File: config.mk
export PLATFORM = sky130hd
export DESIGN_NAME = axi_bridge_nport
export DESIGN_NICKNAME = d
export VERILOG_FILES = /design/src/rtl/axi_bridge_pkg.sv /design/src/rtl/rr_arbiter.sv /design/src/rtl/axi_bridge_nport.sv
export SDC_FILE = /design/constraint.sdc
export NUM_CORES = 1
export LEC_CHECK = 0
export ABC_AREA = 1
export BUFFER_PORTS_ARGS = -buffer_cell sky130_fd_sc_hd__buf_2
export CORE_AREA = 2 2 145 147
export CTS_CLUSTER_SIZE = 12
export DETAILED_ROUTE_END_ITERATION = 7
export DIE_AREA = 0 0 147 149
export PLACE_DENSITY = 0.66
export SKIP_LAST_GASP = 1
export SLEW_MARGIN = 20
export SYNTH_ARGS = -nofsm -noshare
export SYNTH_HDL_FRONTEND = slang
export SYNTH_SLANG_ARGS = --single-unit
File: constraint.sdc
create_clock -name aclk -period 2.4 [get_ports aclk]
set_clock_uncertainty 0.05 [all_clocks]
set_input_delay 0.12 -clock aclk [delete_from_list [all_inputs] [get_ports aclk]]
set_output_delay 0.12 -clock aclk [all_outputs]
set_load 0.005 [all_outputs]
File: src/rtl/axi_bridge_pkg.sv
// Shared types and AXI constants for the N-port SRAM-to-AXI3 bridge.
package axi_bridge_pkg;

  typedef enum logic [2:0] {
    ST_IDLE,
    ST_AR,
    ST_R,
    ST_WR,
    ST_B
  } state_e;

  localparam logic [1:0] BURST_INCR = 2'b01;
  localparam logic [1:0] RESP_OKAY  = 2'b00;

  // AXI AxSIZE encoding for a full-width beat.
  function automatic logic [2:0] axi_size(input int strb_w);
    return 3'($clog2(strb_w));
  endfunction

endpackage

File: src/rtl/rr_arbiter.sv
// Round-robin arbiter: the port after the last winner has highest priority.
module rr_arbiter #(
  parameter  int NUM_PORTS = 2,
  localparam int IDX_W     = (NUM_PORTS > 1) ? $clog2(NUM_PORTS) : 1
) (
  input  logic                 clk,
  input  logic                 rst_n,
  input  logic [NUM_PORTS-1:0] req,
  input  logic                 advance,
  output logic [NUM_PORTS-1:0] gnt,
  output logic [IDX_W-1:0]     idx
);

  logic [IDX_W-1:0] last_q, last_d;

  // Scan from lowest to highest priority so the highest-priority requester wins.
  always_comb begin
    int               cand;
    logic [IDX_W-1:0] ci;
    gnt  = '0;
    idx  = '0;
    cand = 0;
    ci   = '0;
    for (int i = NUM_PORTS - 1; i >= 0; i--) begin
      cand = int'(last_q) + 1 + i;
      if (cand >= NUM_PORTS) cand = cand - NUM_PORTS;
      ci = IDX_W'(cand);
      if (req[ci]) begin
        gnt     = '0;
        gnt[ci] = 1'b1;
        idx     = ci;
      end
    end
  end

  always_comb begin
    last_d = last_q;
    if (advance) last_d = idx;
  end

  always_ff @(posedge clk or negedge rst_n) begin
    if (!rst_n) last_q <= IDX_W'(NUM_PORTS - 1);
    else        last_q <= last_d;
  end

endmodule

File: src/rtl/axi_bridge_nport.sv
// Bridges NUM_PORTS SRAM-style requesters onto one AXI3 master, one transaction
// in flight: INCR read bursts up to 16 beats and single-beat strobed writes.
module axi_bridge_nport
  import axi_bridge_pkg::*;
#(
  parameter  int NUM_PORTS = 2,
  parameter  int ADDR_W    = 32,
  parameter  int DATA_W    = 32,
  parameter  int ID_W      = 4,
  localparam int STRB_W    = DATA_W / 8,
  localparam int IDX_W     = (NUM_PORTS > 1) ? $clog2(NUM_PORTS) : 1
) (
  input  logic                        aclk,
  input  logic                        aresetn,
  input  logic [NUM_PORTS-1:0]        port_req,
  input  logic [NUM_PORTS*STRB_W-1:0] port_we,
  input  logic [NUM_PORTS*ADDR_W-1:0] port_addr,
  input  logic [NUM_PORTS*DATA_W-1:0] port_wdata,
  input  logic [NUM_PORTS*4-1:0]      port_len,
  output logic [NUM_PORTS-1:0]        port_gnt,
  output logic [NUM_PORTS-1:0]        port_rvalid,
  output logic [DATA_W-1:0]           port_rdata,
  output logic                        port_rlast,
  output logic [NUM_PORTS-1:0]        port_wdone,
  output logic [NUM_PORTS-1:0]        port_err,
  output logic [ID_W-1:0]             arid,
  output logic [ADDR_W-1:0]           araddr,
  output logic [3:0]                  arlen,
  output logic [2:0]                  arsize,
  output logic [1:0]                  arburst,
  output logic                        arvalid,
  input  logic                        arready,
  input  logic [ID_W-1:0]             rid,
  input  logic [DATA_W-1:0]           rdata,
  input  logic [1:0]                  rresp,
  input  logic                        rlast,
  input  logic                        rvalid,
  output logic                        rready,
  output logic [ID_W-1:0]             awid,
  output logic [ADDR_W-1:0]           awaddr,
  output logic [3:0]                  awlen,
  output logic [2:0]                  awsize,
  output logic [1:0]                  awburst,
  output logic                        awvalid,
  input  logic                        awready,
  output logic [ID_W-1:0]             wid,
  output logic [DATA_W-1:0]           wdata,
  output logic [STRB_W-1:0]           wstrb,
  output logic                        wlast,
  output logic                        wvalid,
  input  logic                        wready,
  input  logic [ID_W-1:0]             bid,
  input  logic [1:0]                  bresp,
  input  logic                        bvalid,
  output logic                        bready
);

  state_e                 state_q, state_d;
  logic [IDX_W-1:0]       k_q, k_d;
  logic                   err_q, err_d;
  logic [NUM_PORTS-1:0]   port_gnt_q, port_gnt_d;
  logic [NUM_PORTS-1:0]   port_rvalid_q, port_rvalid_d;
  logic [DATA_W-1:0]      port_rdata_q, port_rdata_d;
  logic                   port_rlast_q, port_rlast_d;
  logic [NUM_PORTS-1:0]   port_wdone_q, port_wdone_d;
  logic [NUM_PORTS-1:0]   port_err_q, port_err_d;
  logic                   arvalid_q, arvalid_d;
  logic [ADDR_W-1:0]      araddr_q, araddr_d;
  logic [ID_W-1:0]        arid_q, arid_d;
  logic [3:0]             arlen_q, arlen_d;
  logic                   awvalid_q, awvalid_d;
  logic [ADDR_W-1:0]      awaddr_q, awaddr_d;
  logic [ID_W-1:0]        awid_q, awid_d;
  logic                   wvalid_q, wvalid_d;
  logic [DATA_W-1:0]      wdata_q, wdata_d;
  logic [STRB_W-1:0]      wstrb_q, wstrb_d;
  logic                   wlast_q, wlast_d;
  logic [ID_W-1:0]        wid_q, wid_d;

  logic [NUM_PORTS-1:0]   gnt_oh;
  logic [IDX_W-1:0]       gnt_idx;
  logic                   arb_adv;

  logic [STRB_W-1:0]      we_arr    [NUM_PORTS];
  logic [ADDR_W-1:0]      addr_arr  [NUM_PORTS];
  logic [DATA_W-1:0]      wdata_arr [NUM_PORTS];
  logic [3:0]             len_arr   [NUM_PORTS];

  for (genvar g = 0; g < NUM_PORTS; g++) begin : g_unpack
    assign we_arr[g]    = port_we[g*STRB_W +: STRB_W];
    assign addr_arr[g]  = port_addr[g*ADDR_W +: ADDR_W];
    assign wdata_arr[g] = port_wdata[g*DATA_W +: DATA_W];
    assign len_arr[g]   = port_len[g*4 +: 4];
  end

  assign arb_adv = (state_q == ST_IDLE) && (|port_req);

  rr_arbiter #(.NUM_PORTS(NUM_PORTS)) u_arb (
    .clk     (aclk),
    .rst_n   (aresetn),
    .req     (port_req),
    .advance (arb_adv),
    .gnt     (gnt_oh),
    .idx     (gnt_idx)
  );

  // Responses are routed by the latched winner, so rid/bid are not needed.
  logic unused_ids;
  assign unused_ids = ^{rid, bid};

  always_comb begin
    state_d       = state_q;
    k_d           = k_q;
    err_d         = err_q;
    port_gnt_d    = '0;
    port_rvalid_d = '0;
    port_rdata_d  = port_rdata_q;
    port_rlast_d  = 1'b0;
    port_wdone_d  = '0;
    port_err_d    = '0;
    arvalid_d     = arvalid_q;
    araddr_d      = araddr_q;
    arid_d        = arid_q;
    arlen_d       = arlen_q;
    awvalid_d     = awvalid_q;
    awaddr_d      = awaddr_q;
    awid_d        = awid_q;
    wvalid_d      = wvalid_q;
    wdata_d       = wdata_q;
    wstrb_d       = wstrb_q;
    wlast_d       = wlast_q;
    wid_d         = wid_q;
    case (state_q)
      ST_IDLE: begin
        err_d = 1'b0;
        if (|port_req) begin
          k_d        = gnt_idx;
          port_gnt_d = gnt_oh;
          if (we_arr[gnt_idx] == '0) begin
            state_d   = ST_AR;
            arvalid_d = 1'b1;
            araddr_d  = addr_arr[gnt_idx];
            arid_d    = ID_W'(gnt_idx);
            arlen_d   = len_arr[gnt_idx];
          end else begin
            state_d   = ST_WR;
            awvalid_d = 1'b1;
            wvalid_d  = 1'b1;
            awaddr_d  = addr_arr[gnt_idx];
            awid_d    = ID_W'(gnt_idx);
            wid_d     = ID_W'(gnt_idx);
            wdata_d   = wdata_arr[gnt_idx];
            wstrb_d   = we_arr[gnt_idx];
            wlast_d   = 1'b1;
          end
        end
      end
      ST_AR: begin
        if (arready) begin
          arvalid_d = 1'b0;
          state_d   = ST_R;
        end
      end
      ST_R: begin
        if (rvalid) begin
          port_rvalid_d[k_q] = 1'b1;
          port_rdata_d       = rdata;
          port_rlast_d       = rlast;
          if (rresp != RESP_OKAY) err_d = 1'b1;
          if (rlast) begin
            port_err_d[k_q] = err_d;
            state_d         = ST_IDLE;
          end
        end
      end
      ST_WR: begin
        // AW and W retire independently; move on once both are accepted.
        if (awready) awvalid_d = 1'b0;
        if (wready)  wvalid_d  = 1'b0;
        if (!awvalid_d && !wvalid_d) state_d = ST_B;
      end
      ST_B: begin
        if (bvalid) begin
          port_wdone_d[k_q] = 1'b1;
          port_err_d[k_q]   = err_q || (bresp != RESP_OKAY);
          state_d           = ST_IDLE;
        end
      end
      default: state_d = ST_IDLE;
    endcase
  end

  always_ff @(posedge aclk or negedge aresetn) begin
    if (!aresetn) begin
      state_q       <= ST_IDLE;
      k_q           <= '0;
      err_q         <= 1'b0;
      port_gnt_q    <= '0;
      port_rvalid_q <= '0;
      port_rdata_q  <= '0;
      port_rlast_q  <= 1'b0;
      port_wdone_q  <= '0;
      port_err_q    <= '0;
      arvalid_q     <= 1'b0;
      araddr_q      <= '0;
      arid_q        <= '0;
      arlen_q       <= '0;
      awvalid_q     <= 1'b0;
      awaddr_q      <= '0;
      awid_q        <= '0;
      wvalid_q      <= 1'b0;
      wdata_q       <= '0;
      wstrb_q       <= '0;
      wlast_q       <= 1'b0;
      wid_q         <= '0;
    end else begin
      state_q       <= state_d;
      k_q           <= k_d;
      err_q         <= err_d;
      port_gnt_q    <= port_gnt_d;
      port_rvalid_q <= port_rvalid_d;
      port_rdata_q  <= port_rdata_d;
      port_rlast_q  <= port_rlast_d;
      port_wdone_q  <= port_wdone_d;
      port_err_q    <= port_err_d;
      arvalid_q     <= arvalid_d;
      araddr_q      <= araddr_d;
      arid_q        <= arid_d;
      arlen_q       <= arlen_d;
      awvalid_q     <= awvalid_d;
      awaddr_q      <= awaddr_d;
      awid_q        <= awid_d;
      wvalid_q      <= wvalid_d;
      wdata_q       <= wdata_d;
      wstrb_q       <= wstrb_d;
      wlast_q       <= wlast_d;
      wid_q         <= wid_d;
    end
  end

  assign port_gnt    = port_gnt_q;
  assign port_rvalid = port_rvalid_q;
  assign port_rdata  = port_rdata_q;
  assign port_rlast  = port_rlast_q;
  assign port_wdone  = port_wdone_q;
  assign port_err    = port_err_q;
  assign arvalid     = arvalid_q;
  assign araddr      = araddr_q;
  assign arid        = arid_q;
  assign arlen       = arlen_q;
  assign arsize      = axi_size(STRB_W);
  assign arburst     = BURST_INCR;
  assign rready      = (state_q == ST_R);
  assign awvalid     = awvalid_q;
  assign awaddr      = awaddr_q;
  assign awid        = awid_q;
  assign awlen       = 4'd0;
  assign awsize      = axi_size(STRB_W);
  assign awburst     = BURST_INCR;
  assign wvalid      = wvalid_q;
  assign wdata       = wdata_q;
  assign wstrb       = wstrb_q;
  assign wlast       = wlast_q;
  assign wid         = wid_q;
  assign bready      = (state_q == ST_B);

endmodule

==> run summary <==
Grt total ovfl = 0
Share of the synthesized netlist area taken by xor and xnor gates = 0%
Cells taking the most area after synthesis = dfrtp_1 (53%), nand2_1 (20%), nand3_1 (4.9%)
Die Outline Area = 21900 um2
Sort of element at the end of the critical path = flip-flop
Synthesized-area fraction occupied by ao, oa, aoi and oai cells = 3.627%
Number of clock sinks seen by CTS = 157
WHS Endpoint = wdata[21]
GP Congestion = 0.7978
Leakage Power = 6.214 nW
Dominant combinational cell family by area after synthesis = simple AND/OR/NAND/NOR gates
Placeable core region = 20560 um2
Adder and majority cell fraction of the synthesized area = 0%
Top Ports = 375
First drt pass iteration count = 4
Clock insertion delay at the later pin of the skew report = 0.41 ns
Largest voltage drop on the vdd net = 0.4228 mV
Count of cells along the worst hold path = 5
Buffer cell driving the clock tree root = clkbuf_16
Violation count after the first detailed-route iteration = 206
Kind of critical path = input port to flip-flop
Synthesized-area fraction occupied by and/or/nand/nor cells = 27.78%
Synthesis-to-layout area growth = 50.20%
Synthesized flop and latch total = 157
Met2 global-route usage = 37.58%
DR vias = 7193
Crit-path max cell delay = 0.57 ns
Initial core utilization = 35.58%
Mux cell area share after synthesis = 5.475%
Cells traversed along the worst timing path = dlygate4sd3_1 > buf_2 > a21oi_4 > buf_6 > nand2_1 > nand2_1 > dlygate4sd3_1 > inv_1 > o21ai_1
Clk slew on worst S/H paths = 0.07 ns
Mean area per synthesized cell = 8.396 um2
Biggest area consumer among synthesized cells = dfrtp_1
Depth of the worst register-to-register path = 8
Maximum number of pins on one net before global-route repair = 76
Final hold vios = 0
Grt met1 use = 23.29%
Arrival time at the worst endpoint = 2.44 ns
Number of port buffers = 343
Critical hold path startpoint = port_wdata[53]
Vias per Instance = 4.470
Critical register-to-register path endpoint = araddr[11]
Worst Tran Pin Value = 0.6064 ns
Number of global-route vias before repair = 7190
Part of the Yosys area used for sequential elements = 53.74%
Met3 layer usage reported by global route = 4.557%
Number of buffers created by CTS = 17
R2R Path Start = u_arb.last_q
Final critical delay including setup and external delays = 2.143 ns
Outcome = completed
Final-layout setup total negative slack = 0 ns
Total standard cell area after synthesis = 7313 um2
Remaining DRCs = 0
Final core utilization = 53.43%
Number of inserted diodes = 0
Max-Cap Viols = 0
Sort of element at the start of the critical path = input port
Slew HR = 59.57%
Remaining antenna violation count after routing = 0
Chip height = 149 um
Average wire per standard cell = 13.92 um
FF-to-FF setup slack = 0.29 ns
Max frequency = 466.6 MHz
Count of cell types in the netlist = 29
Routed wire length = 22.40 mm
Final setup viols = 0
Maximum buffer depth of the clock tree = 2
Critical path fanouts, max = 40
Width of the die = 147 um
Ratio of final minimum period to clock period = 89.30%
Routing layer with the top usage in global route = met2
Antenna violations before repair = 0
Worst path required time = 2.69 ns
Fraction of synthesized cell area taken by the top area cell type = 53.38%
Unrepaired setup endpoints after global routing = no
Worst min-delay path class = input port to flip-flop
Total count of max-transition violations in the final report = 0
Total track usage = 20.42%
Number of rows in the core area = 53
Syn Inst Count = 871
TritonCTS clock tree = built
Synth Warn # = 0
Share of post-route cells with drive strength above 1 = 31.03%
H-Tree Level Count = 4
Final #Nets = 1519
Power density cells = 1087 nW/um2
Detail Placement HPWL = 14.88 mm
Wire length of the first global-routing pass = 35.56 mm
Critical-path top delay cell = dlygate4sd3_1
[cells in the mapped netlist]
| master | number |
|---|---|
| nand2_1 | 396 |
| o21ai_0 | 7 |
| clkbuf_1 | 6 |
| a21oi_2 | 3 |
| nor3_1 | 4 |
| inv_1 | 47 |
| nor2_2 | 1 |
| o21bai_1 | 1 |
| a21oi_1 | 5 |
| nand3_2 | 1 |
| inv_2 | 5 |
| nand2_2 | 3 |
| nor2_4 | 2 |
| buf_2 | 29 |
| dfrtp_1 | 156 |
| mux2_2 | 5 |
| or2_2 | 1 |
| dfstp_2 | 1 |
| nand3b_1 | 1 |
| nand3_1 | 72 |
| buf_6 | 10 |
| o22ai_1 | 1 |
| nor2_1 | 19 |
| mux2_1 | 27 |
| buf_4 | 27 |
| conb_1 | 2 |
| o21ai_1 | 33 |
| nand2_4 | 2 |
| mux2i_1 | 4 |
[where the power goes]
group / total [W] / leakage [nW] / internal (W) / switching, W
Clock: 0.00266 / 0.262 / 0.00148 / 0.00118
Combinational: 0.00477 / 4.00 / 0.00215 / 0.00262
Sequential: 0.00452 / 1.96 / 0.00387 / 0.000647
Total: 0.0119 / 6.21 / 0.00750 / 0.00444
[state kept, by name, summed over array words and instances, names as in the netlist, 2 cells and up]
signal	count
port_wdone	2
arlen	4
wstrb	4
awaddr	32
port_err	2
state_q	3
araddr	32
wdata	32
port_gnt	2
port_rvalid	2
port_rdata	32
[layout by cell type (no fill, tap or decap), types with 2 or more instances in the layout]
cell type	n
nand2_1	396
buf_2	342
dfrtp_1	156
dlygate4sd3_1	124
nand3_1	72
inv_1	47
o21ai_1	33
mux2_1	27
conb_1	23
nor2_1	18
clkbuf_16	17
buf_4	9
o21ai_0	7
clkinvlp_4	6
inv_2	5
a21oi_1	5
mux2_2	5
inv_6	5
buf_12	5
nor3_1	4
mux2i_1	4
nand2_2	3
nor2_4	3
nand2_4	2
a21oi_2	2
buf_6	2
[metal layers]
metal / vias to the layer above / wire, um
met5: - / 0
li1: 3563 / -
met1: 3338 / 9050
met3: 31 / 1325
met4: 0 / 448
met2: 261 / 11580
[layout make-up]
class | count | area (um2)
clock buffers | 19 | 442.9
clock inverters | 13 | 130.1
fillers | 1862 | 9573
inverters | 52 | 195.2
multi-input cells | 611 | 2799
flip-flops and latches | 157 | 3930
well taps | 275 | 344.1
repair buffers | 482 | 3143
[what timing repair did]
item	in CTS	in global routing
hold endpoints to repair	153	0
setup buffers	0	0
endpoints found under the setup margin	0	4
resized for setup	0	1
hold buffers	124	0
[worst max path at each step]
stage | to | cells past startpoint | from | slack [ns]
after floorplan | araddr[12] | 10 | u_arb.last_q | 0.77
after global routing | araddr[19] | 9 | port_req[0] | 0.09
final | araddr[11] | 9 | port_req[0] | 0.26
after global placement | wdata[14] | 8 | state_q[1] | 0.53
after detailed placement | wdata[1] | 8 | state_q[1] | 0.48
after CTS | arlen[2] | 7 | port_req[0] | 0.19
[through the flow]
| step | cells | hold slack [ns] | area, um2 | worst slack [ns] | total power (W) |
|---|---|---|---|---|---|
| finish | 1609 | 0.01253 | 10980 | 0.2567 | 0.01194 |
| detailed placement | 1453 | 0.1092 | 9166 | 0.4762 | 0.009096 |
| global route | 1609 | 0.01973 | 10980 | 0.09476 | 0.01291 |
| floorplan | 892 | -0.2256 | 7392 | 0.7674 | 0.007010 |
| CTS | 1609 | 0.0003061 | 10980 | 0.1943 | 0.01206 |
| global placement | 1453 | 0.1114 | 9166 | 0.5295 | 0.008957 |
[critical path: cells and delay by family]
kind / cells / cell delay, ns
AOI/OAI and AO/OA: 2 / 0.45
buffers and inverters: 5 / 1.65
and+or+nand+nor: 2 / 0.17
[kinds of logic (layout without fill, tap and decap cells)]
family | count (synthesis) | in the layout
simple gates | 502 | 502
mux | 36 | 36
flops | 157 | 157
compound gates | 50 | 50
buf+inv | 124 | 566
other cells | 2 | 23
(Power assumes the default switching activity.)
